[src/rtl/inv_sqrt_arbiter.sv]
// Round-robin arbiter sharing one non-pipelined fastInvSqrt core between NUM_REQ requesters.
// One operation in flight; zero operands are answered locally, and a hung core is aborted
// after TIMEOUT cycles.
module inv_sqrt_arbiter #(
   parameter int unsigned NUM_REQ     = 4,
   parameter int unsigned INT_WIDTH   = 12,
   parameter int unsigned FRACT_WIDTH = 4,
   parameter int unsigned TIMEOUT     = 64,
   localparam int unsigned W          = INT_WIDTH + FRACT_WIDTH,
   localparam int unsigned IW         = $clog2(NUM_REQ)
) (
   input  logic                 clk,
   input  logic                 rst,
   input  logic [NUM_REQ-1:0]   req_valid,
   output logic [NUM_REQ-1:0]   req_ready,
   input  logic [NUM_REQ*W-1:0] req_data,
   output logic [NUM_REQ-1:0]   rsp_valid,
   input  logic [NUM_REQ-1:0]   rsp_ready,
   output logic [W-1:0]         rsp_data,
   output logic                 rsp_err,
   output logic [W-1:0]         core_data_in,
   output logic                 core_valid_in,
   input  logic                 core_ready_in,
   input  logic [W-1:0]         core_data_out,
   input  logic                 core_valid_out,
   output logic                 core_ready_out,
   output logic                 busy,
   output logic [IW-1:0]        grant_id
);

   // One extra bit so the counter cannot wrap past TIMEOUT-1.
   localparam int unsigned TW = $clog2(TIMEOUT) + 1;

   localparam logic [1:0] StIdle  = 2'd0;
   localparam logic [1:0] StIssue = 2'd1;
   localparam logic [1:0] StWait  = 2'd2;
   localparam logic [1:0] StResp  = 2'd3;

   logic [1:0]         state_q;
   logic [IW-1:0]      rr_ptr_q;
   logic [IW-1:0]      grant_q;
   logic [W-1:0]       core_data_in_q;
   logic               core_valid_in_q;
   logic               core_ready_out_q;
   logic [NUM_REQ-1:0] rsp_valid_q;
   logic [W-1:0]       rsp_data_q;
   logic               rsp_err_q;
   logic [TW-1:0]      tmo_cnt_q;

   logic               pick_found;
   logic [IW-1:0]      pick_id;
   logic               accept;
   logic [W-1:0]       acc_data;
   logic [NUM_REQ-1:0] grant_onehot;
   logic               tmo_hit;

   // Round-robin search starting just after the last granted requester.
   always_comb begin
      pick_found = 1'b0;
      pick_id    = '0;
      for (int unsigned k = 1; k <= NUM_REQ; k++) begin
         int unsigned idx;
         idx = (32'(rr_ptr_q) + k) % NUM_REQ;
         if (!pick_found && req_valid[IW'(idx)]) begin
            pick_found = 1'b1;
            pick_id    = IW'(idx);
         end
      end
   end

   assign accept       = (state_q == StIdle) && pick_found && !rst;
   assign req_ready    = accept ? (NUM_REQ'(1) << pick_id) : '0;
   assign acc_data     = req_data[32'(pick_id) * W +: W];
   assign grant_onehot = NUM_REQ'(1) << grant_q;
   assign tmo_hit      = (tmo_cnt_q >= TW'(TIMEOUT - 1));

   // Control FSM: accept, issue to core, wait for result or timeout, hold response.
   always_ff @(posedge clk) begin
      if (rst) begin
         state_q          <= StIdle;
         rr_ptr_q         <= IW'(NUM_REQ - 1);
         grant_q          <= '0;
         core_data_in_q   <= '0;
         core_valid_in_q  <= 1'b0;
         core_ready_out_q <= 1'b0;
         rsp_valid_q      <= '0;
         rsp_data_q       <= '0;
         rsp_err_q        <= 1'b0;
         tmo_cnt_q        <= '0;
      end else begin
         case (state_q)
            StIdle: begin
               if (accept) begin
                  rr_ptr_q <= pick_id;
                  grant_q  <= pick_id;
                  if (acc_data == '0) begin
                     // 1/sqrt(0) is undefined: answer locally without touching the core.
                     rsp_data_q  <= '1;
                     rsp_err_q   <= 1'b1;
                     rsp_valid_q <= req_ready;
                     state_q     <= StResp;
                  end else begin
                     core_data_in_q  <= acc_data;
                     core_valid_in_q <= 1'b1;
                     tmo_cnt_q       <= '0;
                     state_q         <= StIssue;
                  end
               end
            end
            StIssue: begin
               if (core_valid_in_q && core_ready_in) begin
                  core_valid_in_q  <= 1'b0;
                  core_ready_out_q <= 1'b1;
                  tmo_cnt_q        <= tmo_cnt_q + 1'b1;
                  state_q          <= StWait;
               end else if (tmo_hit) begin
                  core_valid_in_q  <= 1'b0;
                  core_ready_out_q <= 1'b0;
                  rsp_data_q       <= '1;
                  rsp_err_q        <= 1'b1;
                  rsp_valid_q      <= grant_onehot;
                  state_q          <= StResp;
               end else begin
                  tmo_cnt_q <= tmo_cnt_q + 1'b1;
               end
            end
            StWait: begin
               // Completion is checked first so it wins over a simultaneous timeout.
               if (core_valid_out) begin
                  core_ready_out_q <= 1'b0;
                  rsp_data_q       <= core_data_out;
                  rsp_err_q        <= 1'b0;
                  rsp_valid_q      <= grant_onehot;
                  state_q          <= StResp;
               end else if (tmo_hit) begin
                  core_ready_out_q <= 1'b0;
                  rsp_data_q       <= '1;
                  rsp_err_q        <= 1'b1;
                  rsp_valid_q      <= grant_onehot;
                  state_q          <= StResp;
               end else begin
                  tmo_cnt_q <= tmo_cnt_q + 1'b1;
               end
            end
            StResp: begin
               if (rsp_ready[grant_q]) begin
                  rsp_valid_q <= '0;
                  state_q     <= StIdle;
               end
            end
            default: state_q <= StIdle;
         endcase
      end
   end

   assign core_data_in   = core_data_in_q;
   assign core_valid_in  = core_valid_in_q;
   assign core_ready_out = core_ready_out_q;
   assign rsp_valid      = rsp_valid_q;
   assign rsp_data       = rsp_data_q;
   assign rsp_err        = rsp_err_q;
   assign busy           = (state_q != StIdle);
   assign grant_id       = grant_q;

endmodule

[config.mk]
export PLATFORM = sky130hd
export DESIGN_NAME = inv_sqrt_arbiter
export DESIGN_NICKNAME = d
export VERILOG_FILES = /design/src/rtl/inv_sqrt_arbiter.sv
export SDC_FILE = /design/constraint.sdc
export NUM_CORES = 1
export LEC_CHECK = 0
export CAP_MARGIN = 20
export CORE_MARGIN = 3
export CORE_UTILIZATION = 47
export DETAILED_ROUTE_END_ITERATION = 8
export GPL_TIMING_DRIVEN = 0
export HOLD_SLACK_MARGIN = 0.1
export PLACE_DENSITY_LB_ADDON = 0.05
export SYNTH_ARGS = -nofsm -noshare
export SYNTH_HDL_FRONTEND = slang
export SYNTH_SLANG_ARGS = --single-unit
[constraint.sdc]
create_clock -name clk -period 5.4 [get_ports clk]
set_input_delay 1.08 -clock clk [delete_from_list [all_inputs] [get_ports clk]]
set_output_delay 1.08 -clock clk [all_outputs]
set_load 0.05 [all_outputs]
# Yosys cells after proc, flatten, opt, wreduce, memory -nomap -nowiden
# Index checks and enable logic that the tools add are counted.
# Widths: inputs -> output; s select.
[classes] n_bitwise=1 add_sub_neg=5 n_lt_le_gt_ge=6 muxes=60 n_eq_ne=10 reduce_logical=23 n_shift=3
[ops] operator="$mux 16" count=5
[ops] operator="$shiftx 64x7->16" count=1
[ops] operator="$pmux 16 s3" count=1
[ops] operator="$mux 7" count=5
[ops] operator="$mux 4" count=7
[ops] operator="$mux 1" count=21
[ops] operator="$pmux 7 s3" count=1
[ops] operator="$mux 2" count=10
[ops] operator="$logic_not 16->1" count=1
[ops] operator="$pmux 4 s4" count=1
[ops] operator="$reduce_and 4->1" count=4
[ops] operator="$lt 2x3->1 const B" count=5
[ops] operator="$bmux 1 s2" count=5
[ops] operator="$ne 2x2->1 const B" count=5
[ops] operator="$pmux 2 s4" count=1
[ops] operator="$shl 1x2->4 const A" count=2
[ops] operator="$add 7x1->7 const B" count=1
[ops] operator="$ge 7x6->1 const B" count=1
[ops] operator="$logic_and 1x1->1" count=6
[ops] operator="$reduce_bool 2->1" count=3
[ops] operator="$add 2x1->2 const B" count=2
[ops] operator="$add 2x2->2 const B" count=2
[ops] operator="$eq 2x2->1 const B" count=2
[ops] operator="$logic_not 1->1" count=4
[ops] operator="10 further kinds" count=12
[totals] output_inout_bits=46 wordCells=118 inputBits=92 reg_bits=52

# Longest topological paths before layout
[logic_depth] ltp_word=19 depth_mapped=10 depth_no_buf=9

# Worst setup path after synthesis
# Ideal clock, no wire load.
[synth_path] kind="input port to output port" start="in req_valid[0]" end="out req_ready[2]" arrival_time_ns=2.501 t_required_ns=4.320 setup_slack_ns=1.819 stages=5 n_path_buf=1 path_cell_list="o21a_1 > a211oi_2 > buf_6 > nand2_1 > nor2_1"
[synth_via] elab_chain_len=15 elab_cells_between_ends=26 classes_between="1 x shift; 17 x mux; 8 x reduce/logical"
[synth_rtl] item="start, declared" line_no="14" source="input logic [NUM_REQ-1:0] req_valid,"
[synth_rtl] item="$bmux 1 s2" line_no="64" source="if (!pick_found && req_valid[IW'(idx)]) begin"
[synth_rtl] item="$mux 1 (not written as such)" line_no="64"
[synth_rtl] item="$mux 1" line_no="64"
[synth_rtl] item="$logic_not 1->1" line_no="64"
[synth_rtl] item="$logic_and 1x1->1" line_no="64"
[synth_rtl] item="$mux 1" line_no="64"
[synth_rtl] item="$logic_not 1->1" line_no="64"
[synth_rtl] item="$logic_and 1x1->1" line_no="64"
[synth_rtl] item="$mux 1" line_no="64"
[synth_rtl] item="$logic_not 1->1" line_no="64"
[synth_rtl] item="$logic_and 1x1->1" line_no="64"
[synth_rtl] item="$mux 1" line_no="64"
[synth_rtl] item="$logic_and 1x1->1 (2 in series)" line_no="71" source="assign accept = (state_q == StIdle) && pick_found && !rst;"
[synth_rtl] item="$mux 4 (*)" line_no="72" source="assign req_ready = accept ? (NUM_REQ'(1) << pick_id) : '0;"
[synth_rtl] item="end, declared" line_no="15" source="output logic [NUM_REQ-1:0] req_ready,"
# Every way passes the cells marked *; elsewhere a longest branch is shown, timed or not. The select of a mux whose other input is x is not followed.

# Worst setup path after layout
[layout_path] start="in req_valid[3]" end="out req_ready[3]"
# The elaborated chain is that of the path after synthesis.

==> impl_summary.txt <==
----------------------------------------------------
[Clocking]
  Clk Latency, worst-skew pair ... 0.32 ns
  Bufs on Longest Clock Path ... 2
  Number of buffers created by CTS ... 5
  TritonCTS sink count ... 52
  Clock input transition at the sequential cells of the worst setup and hold paths ... 0.10 ns
  Number of buffers added to fix hold violations after cts ... 0
  TritonCTS clock tree ... done
  CTS Root Buffer Type ... sky130_fd_sc_hd__clkbuf_8
  Post-cts repair resize count ... 0
  Number of levels the H-tree was split into ... 2
  Postcts setup bufs ... 0

[Synth]
  Syn Std Cell Area ... 3320 um^2
  Share of flip-flops with an asynchronous set or reset ... 0%
  Most frequent cell after synthesis ... sky130_fd_sc_hd__nand2_1
  Leading post-synthesis cells by instance count ... sky130_fd_sc_hd__nand2_1, sky130_fd_sc_hd__nand3_1, sky130_fd_sc_hd__dfxtp_1
  Cell count after synthesis ... 462
  Sequential cell area fraction in the yosys report ... 31.3%
  Mean cell area of the mapped netlist ... 7.19 um^2
  Post-synthesis cell type count ... 66
  Cell type with the highest aggregate area in the netlist ... sky130_fd_sc_hd__dfxtp_1
  Synthesis Warnings ... 0
  Post-Synthesis Net Count ... 560
  Post-synth EDFFs ... 0
  Share of the synthesized area in the top cell type ... 31.3%
  Most area-consuming cells after synthesis ... sky130_fd_sc_hd__dfxtp_1, sky130_fd_sc_hd__nand2_1, sky130_fd_sc_hd__nand3_1
  Yosys reg bits ... 52
  Ys flop type ... sky130_fd_sc_hd__dfxtp_1

[Finish]
  Number of antenna repair diodes ... 0
  Synth-to-layout area growth ... 47.5%
  Number of cells in the finished layout apart from fillers ... 702
  Utilization of the core after routing ... 71.7%
  Fraction of final layout cells sized beyond drive strength 1 ... 5.28%
  Number of fillers in the final layout ... 600
  Number of nets in the final layout ... 703

[Placed design]
  Number of input and output port buffers inserted ... 136
  Final HPWL from detailed placement ... 9.06 mm
  Number of placed cells counting well taps ... 694
  Final weighted congestion of routability-driven global placement ... 0.970

[Worst setup path]
  Buffer and inverter count on the worst path ... 4
  WS Path Type ... input pin to output pin
  Worst EP required ... 4.32 ns
  Crit. End Element ... output pin
  Crit path DAT ... 3.83 ns
  Slowest stage delay, CP ... 0.69 ns
  Crit path max fanout ... 10
  Worst path cell trace ... clkdlybuf4s50_1 > o41ai_1 > clkbuf_1 > nor2_1 > nand3_1 > inv_1 > clkdlybuf4s50_1
  Kind of launch point of the worst setup path ... input pin
  Max stage delay cell, worst path ... sky130_fd_sc_hd__clkdlybuf4s50_1
  Worst path most repeated cell ... sky130_fd_sc_hd__clkdlybuf4s50_1
  Delay-heaviest family, CP ... buffers and inverters

[Detailed routing]
  Total number of vias ... 4048
  Top routing layer in use ... met4
  Routed wire length ... 11.4 mm
  Length of the first detailed-routing pass in iterations ... 7
  Via density per instance ... 5.77
  Post-route ant nets ... 0
  Detail Route met2 WL ... 5.63 mm
  Number of remaining DRC errors ... 0
  Starting DRT DRC Count ... 288
  Detailed-routed wire length on met3 ... 977 um
  Length of routed wiring on met1 ... 4.61 mm
  Average wire per cell in the routed design ... 16.3 um

[Timing]
  Number of max-slew violations in the final report ... 0
  Final hold vios ... 0
  RSZ-0062 raised after global routing ... false
  Maximum frequency from static timing analysis ... 0.204 GHz
  Min Hold Slack ... 0.463 ns
  Share of the cycle needed by the critical path after routing ... 90.9%
  Total setup violations reported at the end of the flow ... 0
  Worst relative slew slack ... 54.4%
  Transition at the pin with the smallest max-transition slack ... 0.682 ns
  Worst clock skew on the final layout ... 0.0116 ns
  Setup total negative slack ... 0 ns
  Clock period minus final worst setup slack ... 4.91 ns

[Floorplan]
  Number of rows created at floorplan ... 30
  Num ports ... 138
  Floorplan die width ... 90.1 um
  Die Footprint ... 8110 um^2
  Core ar. ... 6830 um^2
  Initial Util ... 48.6%
  Die Span Y ... 90.1 um

[Outcome]
  Result of the run ... completed

[Global routing]
  Vias in the first global route ... 3838
  Total routing usage reported by global routing ... 27.3%
  Pin count of the biggest net entering global routing ... 19
  Total overflow reported by the global router ... 0
  Initial antenna violation count ... 0
  Wire length of the first global-routing pass ... 18.7 mm

[Flow run]
  Max-cap violations ... 0

[Power and ir drop]
  P per Cell Area ... 481 nW/um^2
  Net switching share of the total power ... 52.6%
  P_sw ... 0.00124 W
  Clock network fraction of design power ... 10.0%
  Internal Dissipation ... 0.00112 W
  Fraction of power consumed by sequential logic ... 24.1%
  IR drop worst, VDD ... 0.000319 V
  Combinational group share of total power ... 65.9%
  P_leak ... 1.81 nW

[Worst hold path]
  Hold/Removal Path Class ... flop to flop

----------------------------------------------------
-- worst min-delay path: stages, from the launching register on --
cell                      delay, ns
sky130_fd_sc_hd__dfxtp_1       0.32
sky130_fd_sc_hd__nand2_1       0.05
sky130_fd_sc_hd__a21oi_1       0.05
-- sequential cells by signal, summed over array words and instances (netlist names) --
register and flops:
state_q 2, tmo_cnt_q 7, grant_id 2, rsp_err 1
rsp_data 16, rr_ptr_q 2, core_data_in 16, core_ready_out 1
rsp_valid 4, core_valid_in 1
-- cell usage in the layout, fill, tap and decap left out, drive strengths merged, types with 2 or more instances in the layout --
cell / netlist / layout
clkdlybuf4s50: 0 / 136
nand2: 99 / 99
nand3: 60 / 60
dfxtp: 52 / 52
a21oi: 45 / 45
nor2: 31 / 31
clkbuf: 21 / 26
o21ai: 22 / 22
nor3: 14 / 14
inv: 9 / 10
nor4: 9 / 9
o2bb2ai: 8 / 8
nand2b: 7 / 7
buf: 7 / 7
nor2b: 6 / 6
ha: 6 / 6
mux2i: 5 / 5
a31oi: 5 / 5
o21bai: 4 / 4
o21a: 3 / 3
a211o: 3 / 3
or4: 3 / 3
and3: 3 / 3
a211oi: 3 / 3
a41oi: 3 / 3
nor3b: 3 / 3
or2: 2 / 2
a311o: 2 / 2
nand3b: 2 / 2
mux2: 2 / 2
clkinvlp: 0 / 2
a221o: 2 / 2
a221oi: 2 / 2
a311oi: 2 / 2
-- logic make-up (layout without fill, tap and decap cells) --
group,after synthesis,count (layout),synth area share (%)
buffers and inverters,38,182,4.97
AOI/OAI and AO/OA,116,116,24.3
adders and majority gates,6,6,2.26
DFF,52,52,31.3
muxes,8,8,2.86
and+or+nand+nor,242,242,34.3
-- worst paths after layout --
kind | from | to | slack, ns | cells after the start
max reg2reg | rr_ptr_q[1] | rsp_valid[3] | 2.42 | 9
max | req_valid[3] | req_ready[3] | 0.49 | 7
min reg2reg | core_data_in[3] | core_data_in[3] | 0.46 | 2
min | core_data_in[3] | core_data_in[3] | 0.46 | 2
-- final cells by class --
class / instances / area [um^2] / share of cell area, %
clock inverter: 3 / 26.3 / 0.537
tap: 96 / 120 / 2.45
multi-input combinational: 372 / 2110 / 43.2
sequential: 52 / 1040 / 21.3
buffer: 28 / 128 / 2.61
clock buffer: 5 / 68.8 / 1.41
inverter: 10 / 37.5 / 0.766
timing repair buffer: 136 / 1360 / 27.8
-- power by group through the flow --
stage	sequential, W	clock [W]	combinational, W
detailed placement	0.000573	0	0.00154
global placement	0.000568	0	0.00151
global route	0.000579	0.000251	0.00167
CTS	0.000566	0.000237	0.00154
finish	0.000568	0.000234	0.00155
floorplan	0.000862	0	0.000758
-- per-stage QoR --
step | setup WS (ns) | area [um^2] | power (W)
final | 0.494 | 4900 | 0.00235
after global routing | 0.375 | 4900 | 0.00250
after detailed placement | 0.521 | 4800 | 0.00211
after CTS | 0.517 | 4900 | 0.00235
after floorplan | 1.82 | 3320 | 0.00162
after global placement | 0.523 | 4800 | 0.00208
-- per-layer routing --
layer,vias up,global-route usage [%]
met5,-,0
met4,0,6.38
met3,25,6.53
met2,193,47.2
met1,1887,34.3
li1,1943,-
(Power assumes the default switching activity.)
